[src/rtl/apb_reg_bank.sv]
// APB3-style slave register bank: DEPTH x DATA_WIDTH registers, byte strobes, wait states, error response.
// Optional write lock through register DEPTH-1, enabled by defining APB_REG_BANK_LOCK_EN.
module apb_reg_bank #(
    parameter int DATA_WIDTH = 32,
    parameter int DEPTH = 48,
    parameter int ADDR_WIDTH = $clog2(DEPTH),
    parameter logic [DATA_WIDTH-1:0] RESET_VAL = '0,
    parameter int WAIT_STATES = 0
) (
    input  logic                    clk,
    input  logic                    reset,
    input  logic [ADDR_WIDTH-1:0]   addr,
    input  logic                    wr,
    input  logic [DATA_WIDTH-1:0]   wdata,
    input  logic [DATA_WIDTH/8-1:0] strb,
    input  logic                    sel,
    input  logic                    enable,
    output logic                    ready,
    output logic [DATA_WIDTH-1:0]   rdata,
    output logic                    slverr
);
    localparam int NB = DATA_WIDTH / 8;
    localparam logic [ADDR_WIDTH:0]   DEPTH_W   = (ADDR_WIDTH+1)'(DEPTH);
    localparam logic [ADDR_WIDTH-1:0] LAST_ADDR = ADDR_WIDTH'(DEPTH - 1);
    localparam logic [3:0]            WS        = 4'(WAIT_STATES);

    typedef enum logic [1:0] {IDLE, WAIT, READY} state_t;

    state_t                  state, state_n;
    logic [3:0]              cnt, cnt_n;
    logic [ADDR_WIDTH-1:0]   addr_q;
    logic                    wr_q;
    logic [DATA_WIDTH-1:0]   wdata_q;
    logic [NB-1:0]           strb_q;
    logic                    err_q, err_d;
    logic                    latch, do_write;
    logic [DATA_WIDTH-1:0]   mem [DEPTH];

`ifdef APB_REG_BANK_LOCK_EN
    // Lock only blocks writes below the lock register so the bank can always be unlocked.
    logic lock;
    assign lock  = mem[DEPTH-1][0];
    assign err_d = ({1'b0, addr} >= DEPTH_W) | (wr & lock & (addr != LAST_ADDR));
`else
    assign err_d = ({1'b0, addr} >= DEPTH_W);
`endif

    always_ff @(posedge clk or posedge reset) begin
        if (reset) begin
            state <= IDLE;
            cnt   <= '0;
        end else begin
            state <= state_n;
            cnt   <= cnt_n;
        end
    end

    always_comb begin
        state_n  = state;
        cnt_n    = cnt;
        latch    = 1'b0;
        do_write = 1'b0;
        case (state)
            IDLE: begin
                if (sel && !enable) begin
                    latch   = 1'b1;
                    cnt_n   = WS;
                    state_n = (WAIT_STATES > 0) ? WAIT : READY;
                end
            end
            WAIT: begin
                if (!sel) begin
                    state_n = IDLE;
                end else if (enable) begin
                    cnt_n = cnt - 4'd1;
                    if (cnt == 4'd1) state_n = READY;
                end
            end
            READY: begin
                if (!sel) begin
                    state_n = IDLE;
                end else if (enable) begin
                    state_n  = IDLE;
                    do_write = wr_q & ~err_q;
                end
            end
            default: state_n = IDLE;
        endcase
    end

    always_ff @(posedge clk or posedge reset) begin
        if (reset) begin
            addr_q  <= '0;
            wr_q    <= 1'b0;
            wdata_q <= '0;
            strb_q  <= '0;
            err_q   <= 1'b0;
        end else if (latch) begin
            addr_q  <= addr;
            wr_q    <= wr;
            wdata_q <= wdata;
            strb_q  <= strb;
            err_q   <= err_d;
        end
    end

    always_ff @(posedge clk or posedge reset) begin
        if (reset) begin
            for (int i = 0; i < DEPTH; i++) mem[i] <= RESET_VAL;
        end else if (do_write) begin
            for (int b = 0; b < NB; b++)
                if (strb_q[b]) mem[addr_q][8*b +: 8] <= wdata_q[8*b +: 8];
        end
    end

    // Outputs depend only on registered state and latched fields.
    assign ready  = (state == READY);
    assign slverr = ready & err_q;
    assign rdata  = (ready && !wr_q && !err_q) ? mem[addr_q] : '0;

endmodule

[config.mk]
export PLATFORM = sky130hd
export DESIGN_NAME = apb_reg_bank
export DESIGN_NICKNAME = d
export VERILOG_FILES = /design/src/rtl/apb_reg_bank.sv
export SDC_FILE = /design/constraint.sdc
export NUM_CORES = 2
export LEC_CHECK = 0
export BUFFER_PORTS_ARGS = -buffer_cell sky130_fd_sc_hd__buf_2
export CORE_ASPECT_RATIO = 0.8
export CORE_MARGIN = 3
export CORE_UTILIZATION = 30
export DETAILED_ROUTE_END_ITERATION = 7
export GPL_TIMING_DRIVEN = 0
export RECOVER_POWER = 100
export SLEW_MARGIN = 5
export SYNTH_ARGS = -nofsm -noshare
export SYNTH_HDL_FRONTEND = slang
export SYNTH_SLANG_ARGS = --single-unit
[constraint.sdc]
create_clock -name clk -period 105.5 [get_ports clk]
set_input_delay 10.55 -clock clk [delete_from_list [all_inputs] [get_ports clk]]
set_output_delay 10.55 -clock clk [all_outputs]
set_load 0.05 [all_outputs]
==> flow_results.org <==
** Yosys
- Sequential element share of the synthesized area :: 55.10%
- After technology mapping, the gate count stands at 5186.
- Mean post-synth cell area :: 13.84 sq um
- sky130_fd_sc_hd__mux2_2 is the most common cell in the netlist.
- sky130_fd_sc_hd__dfrtp_1 takes more of the synthesized area than any other cell.
- When the netlist entered floorplanning its net count stood at 5234.
- Of all flip-flops after synthesis, the portion carrying an async set or reset was 100.0%.
- The most used flip-flop cell after synthesis is sky130_fd_sc_hd__dfrtp_1.
- The synthesized design contains 0 enable-type register cells.
- Synth cell count leaders :: sky130_fd_sc_hd__mux2_2, sky130_fd_sc_hd__dfrtp_1, sky130_fd_sc_hd__clkbuf_1
- Area share of the largest cell type after synthesis :: 55.10%
- After synthesis the netlist holds a flip-flop and latch count of 1581.
- The mapped netlist covers a little over 70000 sq um.
- In the post-synthesis netlist, the biggest area contributors are sky130_fd_sc_hd__dfrtp_1, sky130_fd_sc_hd__mux2_2, sky130_fd_sc_hd__mux2i_1.
- Synthesis instantiated 60 different standard cells from the library.
- For this run, the number of Yosys warnings is 0.

** Critical path
- Cells traversed along the worst timing path :: buf_2, clkinvlp_2, clkbuf_1, clkbuf_1, clkbuf_1, clkbuf_1, clkbuf_1, clkbuf_1
- In this run the worst setup path terminates at mem[841].
- Worst r2r dst :: addr_q[0]
- Largest delay contributor family on the critical path :: buffers and inverters
- For the worst flop-to-flop path, the logic depth is 6.
- Crit-path slowest cell :: sky130_fd_sc_hd__clkbuf_1
- Along the worst path, the maximum fanout reaches between 100 and 150.
- The worst setup path is captured at an asynchronous set/reset pin.
- Worst setup SP type :: input pin
- For the worst setup path, the data required time is about 100 ns.
- Across all register-to-register paths, the minimum setup slack is between 90 and 100 ns.
- In this run the worst setup path begins at reset.
- The worst register-to-register path begins at addr_q[0].
- Total number of cells along the worst setup path :: 8
- Critical Path AT :: 37.31 ns
- Path type of the worst setup path :: in -> async
- In this design, the critical path's most frequently occurring cell is sky130_fd_sc_hd__clkbuf_1.
- Max incr delay on CP :: 4.86 ns
- Counting both buffers and inverters, the worst setup path holds a total of 8.

** Global routing
- The initial antenna violation count was 47.
- Overall global routing resource usage :: approximately a quarter
- In this run the most used layer during global routing was met1.
- Summed over all layers, the global routing overflow is 0.
- First-pass GRT wire length :: 447700 um
- Global-route met2 utilization :: about 35%
- The via count of the first global-routing pass is 51538.
- Global routing used 35.64% of the available met1 tracks.
- Global routing consumed, on the met3 layer, 11.68% of the routing resources.
- Pin count of the biggest net entering global routing :: between 100 and 150

** Power and ir drop
- Net switching power of the design :: 0.001039 W
- Pwr per Cell Area :: 26.90 nW/um^2
- Proportion of power drawn by flip-flops and latches :: 31.5%
- Leakage power summed over all cells :: about 37 nW
- Maximum ir drop on the vdd rail :: about 0.015 mV
- Net switching is between 40% and 50% of the power.
- Clk pwr share :: 26.8%
- Pint :: approximately 0.0012 W
- Part of the total power dissipated in combinational logic :: 41.6%

** Detailed routing
- DRC violation count after routing :: 0
- In this run the remaining antenna-violating nets after routing total 0.
- The first detailed-routing pass ran for 6 iterations.
- Detailed routing inserted a total of 53728 vias.
- In the routed layout, each cell is associated on average with a via count of 6.128.
- Routed wirelength normalized by instance count :: slightly below 40 um
- Count of routing violations after the opening detailed-route iteration :: 8055
- The routed design has 337300 um of wire.

** STA
- Fin crit share :: 36.03%
- Total negative slack :: 0 ns
- RSZ-0062 raised after global routing :: false
- Setup violations remaining at the end of the flow were counted as 0.
- Transition time of the tightest slew-check pin :: 6.556 ns
- Between clock sinks in the finished design, the worst skew comes to 0.04583 ns.
- Maximum operating frequency :: 26.31 MHz
- Final hold analysis gives a worst-case slack of 0.4863 ns.
- Fin crit period :: 38.01 ns
- The final hold violation count came to 0.
- Count of final max-slew check failures :: around 1900
- Worst slew margin :: -337.1%

** Outcome
- The run finished, with violations left.
- The final reports fail on capacitance limit, slew limit.

** Worst hold path
- Origin of the worst min-delay path :: mem[962]
- Counting instances, the worst hold path has a depth of 1.
- HP Class :: reg -> reg

** Clock network
- Clock tree synthesis selected as its root buffer the cell sky130_fd_sc_hd__clkbuf_16.
- Once the clock tree was built, the setup fixing pass inserted 0 buffers.
- CTS built an H-tree with a depth of 4.
- In this run the deepest clock path goes through 4 buffers.
- TritonCTS built the clock tree.
- Insertion delay of the later-clocked pin in the worst-skew pair :: roughly 0.83 ns
- After clock tree synthesis, the clock-pin slew on the worst setup and hold paths is 0.06 ns.
- Hold repair after CTS inserted 0 buffers.
- After clock tree synthesis, the repair step resized 0 gates.
- The tree built by TritonCTS fans out to 1581 sinks.
- Number of buffers inserted during clock tree synthesis :: 161

** Cells and area
- After filler insertion, the fill cell instance count of the layout stands at about 23000.
- The net count of the finished layout is 5502.
- Fraction of final layout cells with drive strength greater than 1 :: 38.57%
- Relative to the synthesized area, the layout overhead comes to 13.43%.

** Floorplan
- In this run the count of I/O pins placed on the die edge is 81.
- Initial standard-cell utilization of the core :: 30.38%
- The die is 553.0 um wide.
- The core region is 236300 sq um.
- The die covers around 250000 sq um.
- The die is 443.6 um tall.
- Site Rows :: 159

** Placement
- The HPWL after detailed placement is 239100 um.
- The congestion estimate from routability-driven global placement came to 1.025.
- The count of buffers added on input and output ports is 80.

** Flow run
- The tool flagged a number of max-cap violations equal to slightly below 50.
-- power by group through the flow --
stage                     sequential [W]  combinational [W]  clock (W)
final                           0.000690           0.000912   0.000588
after global routing            0.000692           0.000880   0.000613
after CTS                       0.000688           0.000849   0.000587
after detailed placement        0.000699           0.000846          0
after global placement          0.000702           0.000830          0
after floorplan                 0.000682           0.000351          0
-- per-layer routing --
layer | part of all wire [%] | vias up
li1 | - | 19958
met1 | 40 | 28792
met2 | 39 | 4043
met3 | 14 | 923
met4 | 6.0 | 12
met5 | 0.048 | -
-- per-stage QoR --
| step | instances | utilization, % | worst slack [ns] | cell area, sq um | power, W |
|---|---|---|---|---|---|
| after CTS | 8709 | 34.72 | 87.96 | 82050 | 0.002124 |
| final | 8767 | 34.46 | 67.49 | 81440 | 0.002190 |
| after detailed placement | 8429 | 32.50 | 88.86 | 76820 | 0.001545 |
| after global routing | 8722 | 34.41 | 62.65 | 81330 | 0.002185 |
| after global placement | 8405 | 32.21 | 33.31 | 76130 | 0.001532 |
| after floorplan | 5186 | - | 50.34 | 71800 | 0.001033 |
-- layout by cell type (no fill, tap or decap), types with 10 or more instances in the layout --
master and n:
sky130_fd_sc_hd__a22oi_1 117, sky130_fd_sc_hd__nand2_1 161, sky130_fd_sc_hd__buf_2 157, sky130_fd_sc_hd__nor2_1 239
sky130_fd_sc_hd__mux2i_1 196, sky130_fd_sc_hd__buf_1 41, sky130_fd_sc_hd__a41oi_1 17, sky130_fd_sc_hd__clkbuf_16 163
sky130_fd_sc_hd__a22o_1 20, sky130_fd_sc_hd__o21ai_0 96, sky130_fd_sc_hd__a221o_1 43, sky130_fd_sc_hd__clkbuf_2 31
sky130_fd_sc_hd__o2bb2ai_1 20, sky130_fd_sc_hd__clkinv_2 24, sky130_fd_sc_hd__mux2_1 42, sky130_fd_sc_hd__clkbuf_8 45
sky130_fd_sc_hd__nand3_1 10, sky130_fd_sc_hd__mux2_2 1615, sky130_fd_sc_hd__o211ai_1 17, sky130_fd_sc_hd__a31oi_1 26
sky130_fd_sc_hd__a21oi_1 55, sky130_fd_sc_hd__o22ai_1 54, sky130_fd_sc_hd__diode_2 57, sky130_fd_sc_hd__o22a_1 56
sky130_fd_sc_hd__a221oi_1 218, sky130_fd_sc_hd__mux4_2 66, sky130_fd_sc_hd__clkbuf_1 313, sky130_fd_sc_hd__dfrtp_1 1581
-- final cells by class --
type | instances | area [sq um] | area share, %
sequential | 1581 | 39560 | 48.58
multi-input combinational | 3180 | 30180 | 37.05
clock buffer | 240 | 4818 | 5.916
tap | 3139 | 3928 | 4.822
buffer | 418 | 1755 | 2.155
timing repair buffer | 105 | 619.3 | 0.7605
clock inverter | 40 | 412.9 | 0.5070
antenna | 57 | 142.6 | 0.1751
inverter | 7 | 27.53 | 0.03380
-- flip-flops by register name, summed over array words and instances, names as in the netlist --
| register | cells |
|---|---|
| mem | 1536 |
| wdata_q | 32 |
| addr_q | 6 |
| strb_q | 4 |
| err_q | 1 |
| state | 1 |
| wr_q | 1 |
-- kinds of logic (layout without fill, tap and decap cells) --
kind of cell | Yosys count | after routing | synth area share, %
AO/OA/AOI/OAI | 778 | 778 | 8.288
other | 0 | 57 | 0
adder cells (fa/ha/maj) | 1 | 1 | 0.01742
AND/OR/NAND/NOR | 481 | 481 | 3.346
XOR/XNOR | 1 | 1 | 0.01220
buffers and inverters | 425 | 810 | 2.445
flip-flops | 1581 | 1581 | 55.10
multiplexers | 1919 | 1919 | 30.79
-- worst min-delay path by stage --
stage,endpoint,slack (ns)
floorplan,mem[1388],0.45
global route,mem[867],0.50
CTS,mem[962],0.49
detailed placement,mem[962],0.47
global placement,mem[971],0.46
finish,mem[962],0.49
(Power assumes the default switching activity.)
